[config.mk]
export PLATFORM = sky130hd
export DESIGN_NAME = reimu_bullet
export DESIGN_NICKNAME = d
export VERILOG_FILES = /design/src/rtl/reimu_bullet.sv
export SDC_FILE = /design/constraint.sdc
export NUM_CORES = 1
export LEC_CHECK = 0
export ABC_AREA = 1
export CAP_MARGIN = 20
export CORE_MARGIN = 5
export CORE_UTILIZATION = 50
export DETAILED_ROUTE_END_ITERATION = 8
export PLACE_DENSITY = 0.76
export SYNTH_ARGS = -nofsm -noshare
export SYNTH_HDL_FRONTEND = slang
export SYNTH_SLANG_ARGS = --single-unit
export TNS_END_PERCENT = 1
[constraint.sdc]
create_clock -name clk22 -period 12.1 [get_ports clk22]
set_clock_uncertainty 0.05 [all_clocks]
set_input_delay 1.815 -clock clk22 [delete_from_list [all_inputs] [get_ports clk22]]
set_output_delay 1.815 -clock clk22 [all_outputs]
set_load 0.01 [all_outputs]
[src/rtl/reimu_bullet.sv]
// Player shot engine: a small pool of upward-moving bullets, bullet/boss
// collision detection and the boss HP counter with its IDLE/FIGHT/DEAD FSM.
module reimu_bullet #(
  parameter int NB       = 4,
  parameter int SPEED    = 12,
  parameter int COOLDOWN = 3,
  parameter int BOSS_HP  = 40,
  parameter int HIT_DX   = 24,
  parameter int HIT_DY   = 28
) (
  input  logic               clk22,
  input  logic               rst,
  input  logic               gamestart,
  input  logic               boss,
  input  logic               fire,
  input  logic [9:0]         reimux,
  input  logic [9:0]         reimuy,
  input  logic [9:0]         bossx,
  input  logic [9:0]         bossy,
  output logic [NB-1:0]      bullet_v,
  output logic [10*NB-1:0]   bullet_x,
  output logic [10*NB-1:0]   bullet_y,
  output logic               boss_hit,
  output logic [6:0]         boss_hp,
  output logic               boss_dead
);

  localparam int CDW  = (COOLDOWN < 2) ? 1 : $clog2(COOLDOWN + 1);
  localparam int CNTW = $clog2(NB + 1);

  typedef enum logic [1:0] {
    ST_IDLE  = 2'd0,
    ST_FIGHT = 2'd1,
    ST_DEAD  = 2'd2
  } state_t;

  state_t          state_q, state_d;
  logic [NB-1:0]   v_q, v_d;
  logic [9:0]      x_q [NB];
  logic [9:0]      x_d [NB];
  logic [9:0]      y_q [NB];
  logic [9:0]      y_d [NB];
  logic [CDW-1:0]  cd_q, cd_d;
  logic [6:0]      hp_q, hp_d;
  logic            hit_q, hit_d;
  logic            dead_q;
  logic [NB-1:0]   hit_s;
  logic [CNTW-1:0] hit_cnt_s;
  logic            spawn_done_s;
  logic            clear_s;

  // Sums are widened to 11 bits so a box near the screen edge never wraps.
  function automatic logic in_window(input logic [9:0] bx, input logic [9:0] by,
                                     input logic [9:0] cx, input logic [9:0] cy);
    logic [10:0] xe, ye, ce_x, ce_y;
    xe   = {1'b0, bx};
    ye   = {1'b0, by};
    ce_x = {1'b0, cx};
    ce_y = {1'b0, cy};
    return (xe + 11'(HIT_DX) > ce_x) && (xe < ce_x + 11'(HIT_DX)) &&
           (ye + 11'(HIT_DY) > ce_y) && (ye < ce_y + 11'(HIT_DY));
  endfunction

  // Per-slot collision flags and their population count.
  always_comb begin
    hit_cnt_s = '0;
    for (int i = 0; i < NB; i++) begin
      hit_s[i]  = v_q[i] & in_window(x_q[i], y_q[i], bossx, bossy);
      hit_cnt_s = hit_cnt_s + CNTW'(hit_s[i]);
    end
  end

  // Next-state logic: FSM, bullet movement/retire, spawn, cooldown and HP.
  always_comb begin
    state_d      = state_q;
    v_d          = v_q;
    x_d          = x_q;
    y_d          = y_q;
    cd_d         = (cd_q != '0) ? cd_q - CDW'(1) : '0;
    hp_d         = hp_q;
    hit_d        = 1'b0;
    spawn_done_s = 1'b0;
    clear_s      = 1'b0;
    case (state_q)
      ST_IDLE: begin
        clear_s = 1'b1;
        hp_d    = 7'(BOSS_HP);
        if (boss) state_d = ST_FIGHT;
        else      state_d = ST_IDLE;
      end
      ST_FIGHT: begin
        if (!boss) begin
          state_d = ST_IDLE;
          clear_s = 1'b1;
          hp_d    = 7'(BOSS_HP);
        end else begin
          for (int i = 0; i < NB; i++) begin
            if (v_q[i] && hit_s[i])                       v_d[i] = 1'b0;
            else if (v_q[i] && (y_q[i] < 10'(SPEED + 8)))  v_d[i] = 1'b0;
            else if (v_q[i])                              y_d[i] = y_q[i] - 10'(SPEED);
            else                                          v_d[i] = 1'b0;
          end
          // Free slots are judged on the registered flags, so a slot retired now waits a tick.
          if (fire && (cd_q == '0)) begin
            for (int i = 0; i < NB; i++) begin
              if (!v_q[i] && !spawn_done_s) begin
                v_d[i]       = 1'b1;
                x_d[i]       = reimux;
                y_d[i]       = reimuy - 10'd16;
                spawn_done_s = 1'b1;
                cd_d         = CDW'(COOLDOWN);
              end else begin
                spawn_done_s = spawn_done_s;
              end
            end
          end else begin
            spawn_done_s = 1'b0;
          end
          hp_d  = (hp_q > 7'(hit_cnt_s)) ? hp_q - 7'(hit_cnt_s) : 7'd0;
          hit_d = (hit_cnt_s != '0);
          if (hp_d == 7'd0) begin
            state_d = ST_DEAD;
            clear_s = 1'b1;
          end else begin
            state_d = ST_FIGHT;
          end
        end
      end
      ST_DEAD: begin
        clear_s = 1'b1;
      end
      default: begin
        state_d = ST_IDLE;
        clear_s = 1'b1;
      end
    endcase
    if (clear_s) begin
      v_d = '0;
      for (int i = 0; i < NB; i++) begin
        x_d[i] = 10'd0;
        y_d[i] = 10'd0;
      end
    end else begin
      v_d = v_d;
    end
  end

  // State and output registers; gamestart behaves exactly like rst.
  always_ff @(posedge clk22) begin
    if (rst || gamestart) begin
      state_q <= ST_IDLE;
      v_q     <= '0;
      for (int i = 0; i < NB; i++) begin
        x_q[i] <= 10'd0;
        y_q[i] <= 10'd0;
      end
      cd_q    <= '0;
      hp_q    <= 7'(BOSS_HP);
      hit_q   <= 1'b0;
      dead_q  <= 1'b0;
    end else begin
      state_q <= state_d;
      v_q     <= v_d;
      x_q     <= x_d;
      y_q     <= y_d;
      cd_q    <= cd_d;
      hp_q    <= hp_d;
      hit_q   <= hit_d;
      dead_q  <= (state_d == ST_DEAD);
    end
  end

  for (genvar g = 0; g < NB; g++) begin : g_pack
    assign bullet_x[10*g +: 10] = x_q[g];
    assign bullet_y[10*g +: 10] = y_q[g];
  end

  assign bullet_v  = v_q;
  assign boss_hit  = hit_q;
  assign boss_hp   = hp_q;
  assign boss_dead = dead_q;

endmodule

### Yosys cells after proc, flatten, opt, wreduce, memory -nomap -nowiden

Index checks and enable logic that the tools add are counted.

* flip-flop bits (word level): 97
* input port bits: 45

* add/subtract/negate cells: 20
* $lt $le $gt $ge: 21
* equal/unequal tests: 3
* mux-type cells: 64
* bitwise gates (word level): 7
* reductions and logical operators: 44

Operators with widths (number)
* 10-bit 2-to-1 mux: 16
* 10-bit by 5-bit adder with 11-bit output (second input constant): 10
* 11-bit by 10-bit > comparator with 1-bit output: 8
* 10-bit by 11-bit < comparator with 1-bit output: 8
* 10-bit by 5-bit < comparator with 1-bit output (second input constant): 4
* 40-bit 2-to-1 mux: 1
* 10-bit by 4-bit subtractor with 10-bit output (second input constant): 4
* 1-bit 2-to-1 mux: 32
* 1-bit logical AND: 24
* 2-bit 2-to-1 mux: 10
* 4-bit AND reduction: 4
* 7-bit 2-to-1 mux: 2
* 7-bit one-hot mux with 2 select lines: 1
* 10-bit by 5-bit subtractor with 10-bit output (second input constant): 1
* 7-bit by 3-bit > comparator with 1-bit output: 1
* 7-bit zero test: 1
* 7-bit by 3-bit subtractor with 7-bit output: 1
* 1-bit zero test: 6
* 2-bit one-hot mux with 3 select lines: 1
* 1-bit AND: 4
* 2-bit == test (second input constant): 2
* 2-bit zero test: 2
* 4-bit 2-to-1 mux: 1
* 2-bit nonzero test: 2
* 11 further kinds: 13

### Longest topological paths before layout

* word-level depth: 23
* mapped depth: 38

### Worst setup path after synthesis

OpenSTA, ideal clock, no wires.

* path type: input to register
* start: input port bossx[3]
* end: register v_q[1], in the netlist bullet_v[1]
* setup time: 0.135 ns
* arrival: 6.462 ns
* required time: 11.915 ns
* path slack: 5.453 ns
* cell stages on the path: 34
* buffers on the path: 2
* path through: inv_1 > ha_1 > or2_2 > nor3_1 > xor2_1 > ha_1 > nand2_1 > o21ai_0 > inv_1 > nand2_1 > nor2_2 > nand2_2 > nor2_8 > nand2_2 > buf_6 > fa_1 > inv_1 > ha_1 > ha_1 > inv_1 > ha_1 > a21oi_1 > nor2_1 > nor2_2 > nand2_1 > nand2_2 > inv_1 > nand2_1 > nand4_1 > nor2_2 > nor2_4 > inv_2 > buf_4 > a21oi_1

* cells in the longest elaborated chain, start to end: 16

RTL lines
* start, declared: line 18 `input logic [9:0] bossx,`
* 10-bit by 5-bit adder with 11-bit output: line 60 `return (xe + 11'(HIT_DX) > ce_x) && (xe < ce_x + 11'(HIT_DX)) &&`
* 10-bit by 11-bit < comparator with 1-bit output: line 60
* 1-bit logical AND (2 in series): line 60
* 1-bit logical AND: line 61 `(ye + 11'(HIT_DY) > ce_y) && (ye < ce_y + 11'(HIT_DY));`
* 1-bit AND: line 68 `hit_s[i] = v_q[i] & in_window(x_q[i], y_q[i], bossx, bossy);`
* 1-bit by 1-bit adder with 2-bit output: line 69 `hit_cnt_s = hit_cnt_s + CNTW'(hit_s[i]);`
* 2-bit by 1-bit adder with 3-bit output: line 69
* 3-bit by 1-bit adder with 3-bit output: line 69
* 7-bit by 3-bit subtractor with 7-bit output or 7-bit by 3-bit > comparator with 1-bit output (tied branches): line 119 `hp_d = (hp_q > 7'(hit_cnt_s)) ? hp_q - 7'(hit_cnt_s) : 7'd0;`
* 7-bit 2-to-1 mux: line 119
* 7-bit zero test: line 121 `if (hp_d == 7'd0) begin`
* 1-bit 2-to-1 mux: line 121
* 1-bit 2-to-1 mux: line 92 `if (!boss) begin`
* 1-bit 2-to-1 mux: line 84 `case (state_q)`
* 2-bit OR reduction (no source line)
* end signal, assigned: line 163 `v_q <= v_d;`
* end, declared: line 38 `logic [NB-1:0] v_q, v_d;`

Several ways; a longest one is shown, not always the timed one.
A chain may end at the register's enable or synchronous reset.

### Worst setup path in the final report

* start: input port bossy[2]
* end: register y_q (netlist bit bullet_y[36])

* cells in the longest elaborated chain, start to end: 14

RTL lines
* start, declared: line 19 `input logic [9:0] bossy,`
* 10-bit by 5-bit adder with 11-bit output or 11-bit by 10-bit > comparator with 1-bit output (tied branches): line 61
* 10-bit by 11-bit < comparator with 1-bit output or 1-bit logical AND (tied branches): line 61, 60
* 1-bit logical AND: line 61
* 1-bit AND: line 68
* 1-bit by 1-bit adder with 2-bit output: line 69
* 2-bit by 1-bit adder with 3-bit output: line 69
* 3-bit by 1-bit adder with 3-bit output: line 69
* 7-bit by 3-bit subtractor with 7-bit output or 7-bit by 3-bit > comparator with 1-bit output (tied branches): line 119
* 7-bit 2-to-1 mux: line 119
* 7-bit zero test: line 121
* 1-bit 2-to-1 mux: line 121
* 1-bit 2-to-1 mux: line 92
* 1-bit 2-to-1 mux: line 84
* 2-bit OR reduction (no source line)
* end signal, assigned: line 165 `y_q <= y_d;`
* end, declared: line 41 `logic [9:0] y_q [NB];`

Several ways; a longest one is shown, not always the timed one.

==> flow_metrics.env <==
export IMPL_initial_core_util_pct=51.1
export IMPL_tightestPinTransition_ns=0.925
export IMPL_synth_top_area_cell="ha_1"
export IMPL_drive_gt1_share_pct=5.55
export IMPL_routed_wl_um=33800
export IMPL_grt_max_degree=82
export IMPL_grt_usage_pct=27.5
export IMPL_antenna_found_initial=0
export IMPL_synth_edf_count=0
export IMPL_ys_top_cells_by_count="335 x nand2_1, 189 x inv_1, 189 x nor2_1"
export IMPL_final_antenna_net_count=0
export IMPL_grt_pass1_wl_um=53300
export IMPL_finalMaxSlewViolations=0
export IMPL_crit_required_ns=12.25
export IMPL_crit_path_top_delay_cell="buf_4"
export IMPL_max_cap_viol_count=0
export IMPL_vdd_ir_drop_max_uv=73.1
export IMPL_cpMostUsedCell="nand2_1"
export IMPL_holdBufCountCts=0
export IMPL_post_route_period_util_pct=68.3
export IMPL_outcome="finished, final reports clean"
export IMPL_slew_headroom_pct=38.3
export IMPL_clk_latency_ns=0.36
export IMPL_setup_violations=0
export IMPL_final_util_pct=60.0
export IMPL_max_freq_mhz=121
export IMPL_synthTopCellsByArea="ha_1 19%, dfxtp_1 19%, nand2_1 12%"
export IMPL_gp_congestion=0.957
export IMPL_clockBufferDepth=2
export IMPL_drc=0
export IMPL_n_fill_cell=1940
export IMPL_powerDensity_nw_per_um2=58.9
export IMPL_grt_ovfl_total=0
export IMPL_cts_tree="done"
export IMPL_dpl_cell_count=1947
export IMPL_synth_cell_types=52
export IMPL_hold_violations=0
export IMPL_clock_root_buffer="clkbuf_16"
export IMPL_async_flop_share_pct=0
export IMPL_p_leak_nw=5.53
export IMPL_slowest_delay_ns=0.68
export IMPL_clk_pin_slew_ns=0.07
export IMPL_viasPerCell=5.59
export IMPL_wl_per_cell_um=17.2
export IMPL_post_place_ws_ns=3.59
export IMPL_hpwl_um=26300
export IMPL_synth_main_ff_cell="dfxtp_1"
export IMPL_rows=52
export IMPL_synth_seq_area_share_pct=18.7
export IMPL_cts_sinks=97
export IMPL_crit_type="primary input to register"
export IMPL_n_antenna_cell=0
export IMPL_cts_resized=0
export IMPL_synthesis_area_sq_um=10400
export IMPL_postCtsSetupRepairBufs=0
export IMPL_grt_pass1_vias=10200
export IMPL_crit_fanout=81
export IMPL_endpoint_kind="register"
export IMPL_start_kind="primary input"
export IMPL_ios=138
export IMPL_layout_nets=1896
export IMPL_die_w_um=154
export IMPL_ys_seq_elements=97
export IMPL_coreArea_sq_um=20400
export IMPL_drt_pass1_iter_count=5
export IMPL_netlist_instances=1575
export IMPL_yosysMostFrequentCell="nand2_1"
export IMPL_seq_area_sq_um=1940
export IMPL_ys_warn_count=0
export IMPL_synth_top_area_share_pct=19.2
export IMPL_portBuffers=137
export IMPL_die_y_um=154
export IMPL_htree_num_levels=3
export IMPL_hold_class="register to register"
export IMPL_fin_cells=1963
export IMPL_setup_tns_ns=0
export IMPL_num_vias=11000
export IMPL_period_needed_ns=8.27
export IMPL_arrival_ns=8.42
export IMPL_syn_avg_cell_area_sq_um=6.61
export IMPL_syn_to_final_growth_pct=17.5
export IMPL_cts_inserted_buffers=9
export IMPL_multi_input_area_sq_um=7460
export IMPL_syn_nets=1782
export IMPL_die_area_sq_um=23800
export IMPL_fin_total_pwr_mw=0.719
export IMPL_rsz0062_at_grt="no"
export IMPL_drt_iter0_drc=814
export IMPL_setup_ws_ns=3.83
==> layout by cell type (no fill, tap or decap), types with 4 or more instances in the layout <==
master / synthesis / layout
nor2_1: 189 / 188
nor2_2: 12 / 13
inv_1: 189 / 189
or2_2: 4 / 4
ha_1: 160 / 160
a21o_1: 10 / 10
xor2_1: 58 / 58
nand3_2: 13 / 14
o211ai_1: 5 / 5
nor2_4: 5 / 5
nand4_1: 43 / 43
a21oi_1: 147 / 147
clkbuf_16: 0 / 9
nor3_1: 16 / 16
dfxtp_1: 97 / 97
inv_2: 14 / 14
clkdlybuf4s50_1: 0 / 137
o21a_1: 5 / 5
nand3_1: 104 / 103
nand2_1: 335 / 335
clkinv_1: 5 / 5
buf_4: 10 / 4
a31oi_1: 6 / 6
xnor2_1: 10 / 10
a22oi_1: 5 / 5
nand2_2: 8 / 8
nand3b_1: 11 / 11
o21ai_0: 49 / 49
==> cells by family after synthesis <==
group / count (synthesis) / share of synthesized area (%)
buffers and inverters: 247 / 9.68
xor gates and xnor gates: 68 / 5.72
and+or+nand+nor: 757 / 33.2
DFF: 97 / 18.7
AOI/OAI and AO/OA: 244 / 13.1
adders and majority gates: 162 / 19.6
==> registers in the layout, summed over array words and instances, names as in the netlist <==
name       cells
boss_hp        7
bullet_v       4
boss_hit       1
state_q        2
bullet_x      40
boss_dead      1
cd_q           2
bullet_y      40
==> worst max-delay path: cells and delay by family <==
kind	cells	cell delay, ns
AND/OR/NAND/NOR	18	2.03
adder cells (fa/ha/maj)	6	1.93
buffers and inverters	8	1.76
XOR/XNOR	1	0.44
AO/OA/AOI/OAI	3	0.37
==> through the flow <==
stage	area [sq um]	hold WS (ns)
floorplan	10400	0.394
global placement	11900	0.405
detailed placement	11900	0.422
CTS	12200	0.432
global route	12200	0.448
finish	12200	0.427
==> area by class of cell <==
| type | count | share of cell area (%) |
|---|---|---|
| multi-input cells | 1231 | 61.1 |
| inverters | 208 | 6.39 |
| clock buffers | 14 | 2.24 |
| repair buffers | 142 | 11.6 |
| well taps | 270 | 2.76 |
| flip-flops and latches | 97 | 15.9 |
| clock inverters | 1 | 0.0717 |
==> metal layers <==
layer / vias up / wire length [um] / GRT usage, %
met5: - / 0 / 0
met2: 495 / 15300 / 45.1
li1: 5429 / - / -
met4: 0 / 1320 / 11.0
met3: 84 / 3030 / 5.03
met1: 4967 / 14100 / 35.9
==> report_power, final <==
| part | total [mW] | switching, mW | internal [mW] |
|---|---|---|---|
| Sequential | 0.320 | 0.000853 | 0.319 |
| Combinational | 0.115 | 0.0734 | 0.0419 |
| Clock | 0.284 | 0.128 | 0.156 |
| Total | 0.719 | 0.202 | 0.518 |
==> final timing paths <==
| path | startpoint | end | slack [ns] | cells past startpoint |
|---|---|---|---|---|
| max | bossy[2] | bullet_y[36]$_SDFFE_PP0P_ | 3.83 | 36 |
| min | cd_q[0]$_SDFF_PP0_ | cd_q[1]$_SDFF_PP0_ | 0.43 | 2 |
| max reg2reg | bullet_y[2]$_SDFFE_PP0P_ | bullet_y[36]$_SDFFE_PP0P_ | 5.64 | 36 |
| min reg2reg | cd_q[0]$_SDFF_PP0_ | cd_q[1]$_SDFF_PP0_ | 0.43 | 2 |
Power figures use the tool's default switching activity.
